### src/rtl/fpu_rq_pkg.sv
// rtl/fpu_rq_pkg.sv - shared types and constants for the FPU result queue
// Queue control state, FPU unit indices and exception flag bit positions.
package fpu_rq_pkg;

  typedef enum logic [1:0] {
    RQ_EMPTY  = 2'd0,
    RQ_ACTIVE = 2'd1,
    RQ_FULL   = 2'd2
  } rq_state_e;

  localparam logic [3:0] UNIT_FCLASS = 4'd0;
  localparam logic [3:0] UNIT_FMINMAX = 4'd1;
  localparam logic [3:0] UNIT_FCMP   = 4'd2;
  localparam logic [3:0] UNIT_FSGNJ  = 4'd3;
  localparam logic [3:0] UNIT_F2I    = 4'd4;
  localparam logic [3:0] UNIT_I2F    = 4'd5;
  localparam logic [3:0] UNIT_ADD    = 4'd6;
  localparam logic [3:0] UNIT_SUB    = 4'd7;
  localparam logic [3:0] UNIT_MUL    = 4'd8;
  localparam logic [3:0] UNIT_DIV    = 4'd9;
  localparam logic [3:0] UNIT_SQRT   = 4'd10;

  // Exception flag layout {NV,DZ,OF,UF,NX}
  localparam int EXC_NV = 4;
  localparam int EXC_DZ = 3;
  localparam int EXC_OF = 2;
  localparam int EXC_UF = 1;
  localparam int EXC_NX = 0;

endpackage

### src/rtl/fpu_rq_mem.sv
// rtl/fpu_rq_mem.sv - entry storage for the FPU result queue
// One synchronous write port, one asynchronous read port; contents are not reset.
module fpu_rq_mem #(
  parameter int DEPTH = 8,
  parameter int W     = 32
) (
  input  logic                     clk,
  input  logic                     we,
  input  logic [$clog2(DEPTH)-1:0] waddr,
  input  logic [W-1:0]             wdata,
  input  logic [$clog2(DEPTH)-1:0] raddr,
  output logic [W-1:0]             rdata
);

  logic [W-1:0] mem [DEPTH];

  always_ff @(posedge clk) begin
    if (we) begin
      mem[waddr] <= wdata;
    end
  end

  assign rdata = mem[raddr];

endmodule

### src/rtl/fpu_result_queue.sv
// rtl/fpu_result_queue.sv - FIFO of completed FPU results with sticky fflags and irq
// Optional FPU_RQ_EXC_TAG_EN: store exceptions and unit index alongside each result.
module fpu_result_queue
  import fpu_rq_pkg::*;
#(
  parameter int DEPTH  = 8,
  parameter int DATA_W = 32,
  parameter int EXC_W  = 5
) (
  input  logic                     clk,
  input  logic                     rst,
  input  logic                     in_valid,
  input  logic [DATA_W-1:0]        in_result,
  input  logic [EXC_W-1:0]         in_exc,
  input  logic [3:0]               in_unit,
  input  logic                     pop,
  input  logic                     fflags_clr,
  output logic [DATA_W-1:0]        rd_result,
  output logic [EXC_W-1:0]         rd_exc,
  output logic [3:0]               rd_unit,
  output logic                     empty,
  output logic                     full,
  output logic [$clog2(DEPTH):0]   count,
  output logic [EXC_W-1:0]         fflags,
  output logic                     overflow,
  output logic                     irq
);

  localparam int AW = $clog2(DEPTH);
  localparam int CW = AW + 1;
`ifdef FPU_RQ_EXC_TAG_EN
  localparam int ENT_W = DATA_W + EXC_W + 4;
`else
  localparam int ENT_W = DATA_W;
`endif

  rq_state_e     state;
  logic [AW-1:0] wr_ptr;
  logic [AW-1:0] rd_ptr;
  logic [CW-1:0] count_q;
  logic [CW-1:0] count_nxt;
  logic [ENT_W-1:0] wr_entry;
  logic [ENT_W-1:0] rd_entry;
  logic push;
  logic pop_ok;
  logic drop;

  assign empty  = (state == RQ_EMPTY);
  assign full   = (state == RQ_FULL);
  assign push   = in_valid & (~full | pop);
  assign pop_ok = pop & ~empty;
  assign drop   = in_valid & full & ~pop;

  always_comb begin
    count_nxt = count_q;
    if (push && !pop_ok) begin
      count_nxt = count_q + CW'(1);
    end else if (pop_ok && !push) begin
      count_nxt = count_q - CW'(1);
    end
  end

  always_ff @(posedge clk) begin
    if (rst) begin
      state   <= RQ_EMPTY;
      wr_ptr  <= '0;
      rd_ptr  <= '0;
      count_q <= '0;
    end else begin
      if (push) begin
        wr_ptr <= wr_ptr + AW'(1);
      end
      if (pop_ok) begin
        rd_ptr <= rd_ptr + AW'(1);
      end
      count_q <= count_nxt;
      case (state)
        RQ_EMPTY: begin
          if (push) begin
            state <= RQ_ACTIVE;
          end
        end
        RQ_ACTIVE: begin
          if (count_nxt == CW'(DEPTH)) begin
            state <= RQ_FULL;
          end else if (count_nxt == '0) begin
            state <= RQ_EMPTY;
          end
        end
        RQ_FULL: begin
          if (pop_ok && !push) begin
            state <= RQ_ACTIVE;
          end
        end
        default: state <= RQ_EMPTY;
      endcase
    end
  end

  // A clear in the same cycle as a completion keeps only that completion's flags
  always_ff @(posedge clk) begin
    if (rst) begin
      fflags   <= '0;
      overflow <= 1'b0;
    end else if (fflags_clr) begin
      fflags   <= in_valid ? in_exc : '0;
      overflow <= drop;
    end else begin
      if (in_valid) begin
        fflags <= fflags | in_exc;
      end
      if (drop) begin
        overflow <= 1'b1;
      end
    end
  end

`ifdef FPU_RQ_EXC_TAG_EN
  assign wr_entry = {in_result, in_exc, in_unit};
`else
  assign wr_entry = in_result;
`endif

  fpu_rq_mem #(
    .DEPTH (DEPTH),
    .W     (ENT_W)
  ) u_mem (
    .clk   (clk),
    .we    (push),
    .waddr (wr_ptr),
    .wdata (wr_entry),
    .raddr (rd_ptr),
    .rdata (rd_entry)
  );

`ifdef FPU_RQ_EXC_TAG_EN
  assign rd_result = empty ? '0 : rd_entry[ENT_W-1 -: DATA_W];
  assign rd_exc    = empty ? '0 : rd_entry[EXC_W+3 -: EXC_W];
  assign rd_unit   = empty ? '0 : rd_entry[3:0];
`else
  logic unused_unit;
  assign unused_unit = ^in_unit;
  assign rd_result   = empty ? '0 : rd_entry;
  assign rd_exc      = '0;
  assign rd_unit     = '0;
`endif

  assign count = count_q;
  assign irq   = ~empty | overflow;

endmodule

### config.mk
export PLATFORM = sky130hd
export DESIGN_NAME = fpu_result_queue
export DESIGN_NICKNAME = d
export VERILOG_FILES = /design/src/rtl/fpu_rq_pkg.sv /design/src/rtl/fpu_rq_mem.sv /design/src/rtl/fpu_result_queue.sv
export SDC_FILE = /design/constraint.sdc
export NUM_CORES = 1
export LEC_CHECK = 0
export CAP_MARGIN = 20
export CORE_MARGIN = 5
export CORE_UTILIZATION = 51
export CTS_BUF_LIST = sky130_fd_sc_hd__clkbuf_4 sky130_fd_sc_hd__clkbuf_8
export DETAILED_ROUTE_END_ITERATION = 6
export PLACE_DENSITY_LB_ADDON = 0.25
export SYNTH_ARGS = -nofsm -noshare
export SYNTH_HDL_FRONTEND = slang
export SYNTH_HIERARCHICAL = 1
export SYNTH_SLANG_ARGS = --single-unit
export TNS_END_PERCENT = 10
### constraint.sdc
create_clock -name clk -period 6.8 [get_ports clk]
set_input_delay 2.04 -clock clk [delete_from_list [all_inputs] [get_ports clk]]
set_output_delay 2.04 -clock clk [all_outputs]
set_load 0.005 [all_outputs]
Yosys cells after proc, flatten, opt, wreduce, memory -nomap -nowiden. Memory sizes are Yosys's and may differ from the RTL's. A register that Yosys moved wholly into a read port is not among the register bits. Cells that the tools add are included.

$add $sub $neg: 4. Equality and inequality tests: 6. Muxes and demuxes: 17. Bitwise gates (word level): 10. Reduce and logical (&&, ||, !) cells: 9.

Operators with widths (number): two-way mux 32 bit (1); two-way mux 5 bit (3); two-way mux 2 bit (4); two-way mux 4 bit (2); adder 3 x 1 -> 3 bit, second input constant (2); two-way mux 3 bit (2); one-hot mux 2 bit (3 select lines) (1); OR 5 bit (1); adder 4 x 1 -> 4 bit, second input constant (1); bitwise AND 1 bit (4); == test 4 bit, second input constant (1); zero test 4 bit (1); two-way mux 1 bit (4); inequality test 2 x 1 -> 1 bit, second input constant (2); nonzero test 2 bit (2); subtractor 4 x 1 -> 4 bit, second input constant (1); inequality test 3 bit, second input constant (1); inverter 1 bit (3); AND reduction 3 bit (1); == test 2 x 1 -> 1 bit, second input constant (1); == test 2 bit, second input constant (1); logical AND 1 bit (2); zero test 1 bit (2); zero test 2 bit (1); OR 1 bit (2).

Bits in registers: 18. Bits in writable memories: 256. Bits of input ports: 46. Output and inout port bits: 54. Logic and storage cells: 53. Memories kept: 1.

Memories: u_mem.mem (depth 8, bits a word 32, read ports 1, clocked after memory_dff 1, wr ports 1, RTL line fpu_rq_mem.sv:15) `logic [W-1:0] mem [DEPTH];`.

Depth between registers and ports, before layout. Gate-level depths: netlist of run 1.

Depth in word-level cells: 12. Mapped depth: 8. Depth with buffers taken out: 7.

Modules after synthesis. Netlist of run 1, hierarchy kept.

Modules (own cells, without submodules): fpu_rq_mem (times used 1, cells each 383, area each 9825.7 sq um, seq. area each 7687.4 sq um); fpu_result_queue (times used 1, cells each 162, area each 1270.0 sq um, seq. area each 360.3 sq um).

Worst setup path before layout of run 1. OpenSTA, ideal clock, no wires.

Path kind: input port to flip-flop. From: input pop. To: memory u_mem.mem[0][0], enable pin. Setup time: 0.461 ns. Data arrival time: 4.886 ns. Data required time: 6.339 ns. Slack: 1.452 ns. Stages on the path: 5. Buffers on the path: 2. Cells stage by stage: buf_6 -> buf_2 -> o21a_1 -> nand2b_1 -> nor3_1.

Cells in the longest elaborated chain, start to end: 4.

RTL lines: start, declared (RTL line fpu_result_queue.sv:16) `input logic pop,`; OR 1 bit (RTL line fpu_result_queue.sv:50) `assign push = in_valid & (~full | pop);`; bitwise AND 1 bit (RTL line fpu_result_queue.sv:50); named net push (RTL line fpu_result_queue.sv:44) `logic push;`; two-way mux 1 bit (RTL line fpu_rq_mem.sv:18) `if (we) begin`; two-way mux 1 bit (not written as such) (RTL line fpu_rq_mem.sv:19) `mem[waddr] <= wdata;`; end, declared (RTL line fpu_rq_mem.sv:15).

The timed path passes the listed nets, and every way through them passes these cells.

==> impl_metrics.tcl, run 1 <==
set metrics [dict create \
    initial_core_util_pct 51.32 \
    multi_input_area_um2 2845 \
    end_kind "primary output" \
    fin_hold_ws_ns 0.5312 \
    synth_edf_count 256 \
    synthCells 545 \
    clkPwrFrac_pct 35.8 \
    p_int_uw 2717 \
    grt_use_total_pct 17.17 \
    rsz0062_at_grt "no" \
    hold_path_class "flip-flop to flip-flop" \
    finalWorstPathRequiredPeriod_ns 5.264 \
    yosysWarnings 6 \
    vias_per_cell 5.567 \
    fp.coreArea_um2 21620 \
    root_buffer "clkbuf_8" \
    synthSimpleGateAreaFrac_pct 4.206 \
    dp_hpwl_mm 11.87 \
    hp-start "fflags[2]" \
    drc 0 \
    grt_max_degree 40 \
    ys_async_sr_fraction_pct 0 \
    gp_congestion 0.7706 \
    antenna_found_initial 0 \
    cts-resized-gates 0 \
    clk_latency_ns 0.53 \
    setup_viol 0 \
    worstSetupStartpointType "flip-flop" \
    maxCapViolCount 0 \
    ctsHoldBuffers 0 \
    synth_area_leaders "edfxtp_1 (69%), mux4_1 (9.5%), mux4_2 (4.9%)" \
    rows 54 \
    p_sw_share_pct 21.69 \
    via_count 5400 \
    worstMarginPinSlew_ns 1.113 \
    detail_route.first_pass.iterations 4 \
    cp_data_arrival_time_ns 3.22 \
    die_w_um 157.5 \
    yosysTopAreaCell "edfxtp_1" \
    synth-adder-area-share_pct 0.4511 \
    seq_area_um2 8054 \
    postLayoutCellArea_um2 13020 \
    cp_max_fo 33 \
    netlist_area_um2 11100 \
    num_antenna_cells 0 \
    synth_top_area_share_pct 69.28 \
    p_sw_uw 752.4 \
    worstReg2RegStart "state[0]" \
    hold_violations 0 \
    layout_worst_path_cycle_share_pct 77.41 \
    io_buffers 86 \
    clock-skew-final_ns 0.01164 \
    synth_compound_area_share_pct 1.613 \
    path_clk_slew_ns 0.06 \
    drive_gt1_share_pct 21.45 \
    cts_htree_levels 2 \
    wl_per_cell_um 21.67 \
    fin_nets 710 \
    path_class "flip-flop to primary output" \
    area_delta_synth_final_pct 17.38 \
    ant_nets 0 \
    yosysUniqueCellTypes 43 \
    worstPathRequired_ns 4.76 \
    slew_headroom_pct 25.79 \
    grt_pass1_wl_mm 32.33 \
    fmax_mhz 190.0 \
    cts_buffers 43 \
    cts_tree "built" \
    pwr-share-seq_pct 55.4 \
    cts_sinks 274 \
    drt_iter0_markers 294 \
    wl_mm 21.02 \
    crit_start "rd_ptr[2]" \
    synth-seq-area-share_pct 72.53 \
    slew_viol_final 0 \
    vdd_drop_max_mv 0.1697 \
    fin_tns_setup_ns 0 \
    status "finished, final reports clean" \
    overflow 0 \
    synth-main-ff-cell "edfxtp_1" \
    p_per_area_nw_per_um2 266.4 \
    clockBufferDepth 3 \
    die_area_um2 24810 \
    syn_avg_cell_area_um2 20.36 \
    synthXorXnorAreaFrac_pct 0.7104 \
    combPwrFrac_pct 8.8 \
    n_fill_cell 1573 \
    synth_top_family_by_area "multiplexers" \
    fp.dieH_um 157.5 \
    cts_setup_buffers 0 \
    ys_ff_latch 274 \
    io_pins 100 \
    placed_area_um2 12250 \
    power_leakage_uw 0.004213 \
    grt_pass1_vias 5724 \
    synth_mux_area_share_pct 17.86 \
]
final timing paths:
| check | end | slack (ns) | cells after the start |
|---|---|---|---|
| setup / recovery | rd_result[1] | 1.54 | 5 |
| hold / removal | fflags[2] | 0.53 | 2 |
| setup reg to reg | u_mem/mem[7][7] | 4.05 | 5 |
| hold reg to reg | fflags[2] | 0.53 | 2 |
sequential cells by signal (all words and copies together), names as in the netlist:
signal / cells
u_mem/mem: 256
fflags: 5
state: 2
overflow: 1
count: 4
wr_ptr: 3
rd_ptr: 3
metrics by stage:
| step | setup slack [ns] | util (%) | cells | total power (uW) |
|---|---|---|---|---|
| floorplan | 1.452 | - | 553 | 2133 |
| global placement | 1.808 | 56.66 | 895 | 2254 |
| detailed placement | 1.750 | 56.66 | 895 | 2265 |
| CTS | 1.446 | 60.24 | 970 | 3519 |
| global route | 1.332 | 60.24 | 970 | 3628 |
| finish | 1.536 | 60.24 | 970 | 3469 |
kinds of logic (layout without fill, tap and decap cells):
family / after synthesis / after routing
buffers and inverters: 46 / 183
and+or+nand+nor: 86 / 86
xor gates and xnor gates: 9 / 9
DFF: 274 / 274
adders and majority gates: 4 / 4
muxes: 99 / 99
other: 1 / 9
AOI/OAI and AO/OA: 26 / 26
area by class of cell:
type	instances	share of cell area (%)
multi-input cells	233	21.85
inverters	7	0.2114
flip-flops and latches	274	61.84
repair buffers	101	7.474
clock buffers	55	5.236
well taps	280	2.690
clock inverters	20	0.7013
placed cells by master (no fill, tap or decap), types with 3 or more instances in the layout:
cell type and n:
a21oi_1 7, a22oi_1 6, and2_1 32, buf_4 15
clkbuf_4 12, clkbuf_8 43, clkdlybuf4s50_1 86, clkinv_1 15
clkinvlp_4 4, conb_1 9, dfxtp_1 15, edfxtp_1 256
ha_1 4, inv_1 5, mux2_2 32, mux2i_1 3
mux4_1 40, mux4_2 24, nand2_1 9, nand2b_1 4
nand3_1 4, nor2_1 16, nor2_4 6, nor3_1 3
o21ai_0 3, xnor2_1 6, xor2_1 3
worst max-delay path: stages (launching register included):
cell and delay (ns):
dfxtp_2 0.90, buf_4 0.52, mux4_2 0.36, mux2_2 0.27
and2_1 0.17, clkdlybuf4s50_1 0.46
power by group through the flow:
stage | combinational [uW] | clock (uW) | sequential [uW]
CTS | 311 | 1290 | 1920
detailed placement | 309 | 0 | 1960
floorplan | 192 | 0 | 1940
finish | 305 | 1240 | 1920
global route | 332 | 1370 | 1920
global placement | 302 | 0 | 1950
Yosys cell counts (3+ instances only):
cell type    n
nand2b_1     4
a21oi_1      7
inv_1        5
ha_1         4
nand3_1      4
mux2_2      32
nand2_1      9
buf_4        9
clkbuf_1     6
nor2_1      22
edfxtp_1   256
buf_6        9
mux2i_1      3
buf_2       10
mux4_1      40
xnor2_1      6
and2_1      32
xor2_1       3
nor3_1       5
mux4_2      24
o21ai_0      3
buf_1        5
a22oi_1      6
dfxtp_1     18
layer usage:
| metal | part of all wire, % | GRT usage, % |
|---|---|---|
| met3 | 7.1 | 4.124 |
| met1 | 42 | 22.99 |
| met2 | 49 | 28.56 |
| met5 | 0 | 0 |
| met4 | 1.7 | 4.711 |
No activity file was read; power rests on OpenSTA's default activity.
==> run 2, diff against run 1 <==
==> constraint.sdc (replaced) <==
create_clock -name clk -period 5.5 [get_ports clk]
set_input_delay 1.65 -clock clk [delete_from_list [all_inputs] [get_ports clk]]
set_output_delay 1.65 -clock clk [all_outputs]
set_load 0.005 [all_outputs]
==> run 2 against run 1 <==
Compared with the run above:
- cell count up 0.72%
- utilization increased by 0.65 points
- wire length grew 0.88%
- highest routed layer unchanged
- final area rose by 1.1%
- clock skew grew 0.013 ns
- sequential share of layout area fell by 0.66 points
- worst hold slack got worse by 0.022 ns
- worst setup slack worse by 0.86 ns
- first-iteration DRC count grew 11%
==> impl_metrics.tcl, run 2 (synthesis gave the netlist of run 1 again) <==
set metrics [dict create \
    endpoint "rd_result[0]" \
    cts_sinks 274 \
    cts_htree_levels 2 \
    final_cell_mix "edfxtp_1 (256), clkdlybuf4s50_1 (86), clkbuf_8 (46)" \
    grt_use_total_pct 17.53 \
    cp_max_fo 37 \
    die_area_um2 24810 \
    vdd_drop_max_mv 0.2004 \
    postLayoutCoreUtil_pct 60.89 \
    worstPathCellList "buf_12, mux4_1, mux2_2, and2_1, clkdlybuf4s50_1" \
    wl_per_cell_um 21.70 \
    path_class "flip-flop to primary output" \
    hold_violations 0 \
    critPathSlowestCell "dfxtp_4" \
    fp.coreArea_um2 21620 \
    top_register "u_mem/mem" \
    fmax_mhz 207.4 \
    layout_worst_path_cycle_share_pct 87.65 \
    cts_tree "built" \
    drt_iter0_markers 326 \
    worstPathRequired_ns 3.85 \
    cp_top_family "multiplexers" \
    overflow 0 \
    r2r_slack_ns 2.96 \
    initial_core_util_pct 51.32 \
    n_fill_cell 1560 \
    ctsHoldBuffers 0 \
    root_buffer "clkbuf_8" \
    path_clk_slew_ns 0.06 \
    r2r-end "u_mem/mem[3][23]" \
    fin_nets 714 \
    clk_latency_ns 0.53 \
    fin_tns_setup_ns 0 \
    fp.dieH_um 157.5 \
    critical_path.max_stage_delay_ns 0.79 \
    maxCapViolCount 0 \
    antenna_found_initial 1 \
    grt_pass1_wl_mm 32.97 \
    cts_buffers 43 \
    grt_pass1_vias 5718 \
    clockBufferDepth 3 \
    drc 0 \
    cts_setup_buffers 0 \
    worstSetupStartpointType "flip-flop" \
    power_leakage_uw 0.004305 \
    crit_start "rd_ptr[0]" \
    drive_gt1_share_pct 23.13 \
    status "finished, final reports clean" \
    io_pins 100 \
    finalWorstPathRequiredPeriod_ns 4.821 \
    largest_reg_flops 256 \
    end_kind "primary output" \
    dp_hpwl_mm 12.04 \
    io_buffers 86 \
    postLayoutCellArea_um2 13170 \
    rsz0062_at_grt "no" \
    detail_route.first_pass.iterations 4 \
    slew_headroom_pct 50.51 \
    setup_viol 0 \
    rows 54 \
    placed_area_um2 12320 \
    vias_per_cell 5.532 \
    cts-resized-gates 0 \
    p_per_area_nw_per_um2 335.6 \
    area_delta_synth_final_pct 18.65 \
    ant_nets 0 \
    layout_commonest_cell "edfxtp_1" \
    rr_worst_depth 5 \
    worstMarginPinSlew_ns 0.7406 \
    via_count 5405 \
    clock-skew-final_ns 0.02420 \
    grt_max_degree 42 \
    cp_num_buf_inv 2 \
    wl_mm 21.20 \
    slew_viol_final 0 \
    hold_path_class "flip-flop to flip-flop" \
    cp.depth 5 \
    die_w_um 157.5 \
    gp_congestion 0.7542 \
    cp_data_arrival_time_ns 3.17 \
    worstReg2RegStart "state[0]" \
]
-- run 2: cell count changes in the layout (fill, tap and decap cells not counted), sizes merged --
cell      delta
buf          +4
bufinv       +1
clkinv       -1
diode        +1
inv          +1
clkbuf       +5
clkinvlp     -4
-- run 2: tightest hold or removal path, stage by stage, from the launching register on --
cell	delay, ns
dfxtp_1	0.33
a22oi_1	0.07
nor2_1	0.08
-- run 2: power by group --
part / switching (uW) / internal (uW)
clock: 744 / 917
combinational: 165 / 213
sequential: 38.7 / 2340
-- run 2: worst min-delay path by stage --
stage | startpoint | to | cells after the start
after floorplan | rd_ptr[1] | rd_ptr[1] | 2
after CTS | fflags[4] | fflags[4] | 2
final | fflags[0] | fflags[0] | 2
after global placement | fflags[0] | fflags[0] | 2
after global routing | fflags[4] | fflags[4] | 2
after detailed placement | fflags[4] | fflags[4] | 2
-- run 2: cell type report --
class	instances	area [um2]	area share (%)
Inverter	7	27.53	0.2091
Tap cell	280	350.3	2.661
Antenna cell	1	2.502	0.01901
Sequential cell	274	8054	61.18
Multi-Input combinational cell	233	2845	21.61
Clock buffer	60	738.2	5.607
Clock inverter	17	106.4	0.8078
Timing Repair Buffer	105	1041	7.907
-- run 2: metrics by stage --
stage / instances / power (uW) / hold slack [ns] / worst slack, ns
floorplan: 553 / 2637 / 0.4519 / 0.5424
global placement: 899 / 2790 / 0.4869 / 1.199
detailed placement: 899 / 2806 / 0.5107 / 1.199
CTS: 976 / 4478 / 0.5231 / 0.6150
global route: 977 / 4613 / 0.5525 / 0.5140
finish: 977 / 4418 / 0.5096 / 0.6794
-- run 2: layer usage --
layer / part of all wire [%] / routed length, um / global-route usage [%] / vias to the layer above
li1: - / - / - / 2455
met5: 0 / 0 / 0 / -
met4: 1.4 / 296 / 4.670 / 0
met2: 50 / 10630 / 28.78 / 151
met1: 43 / 9163 / 24.18 / 2772
met3: 5.3 / 1115 / 3.822 / 27
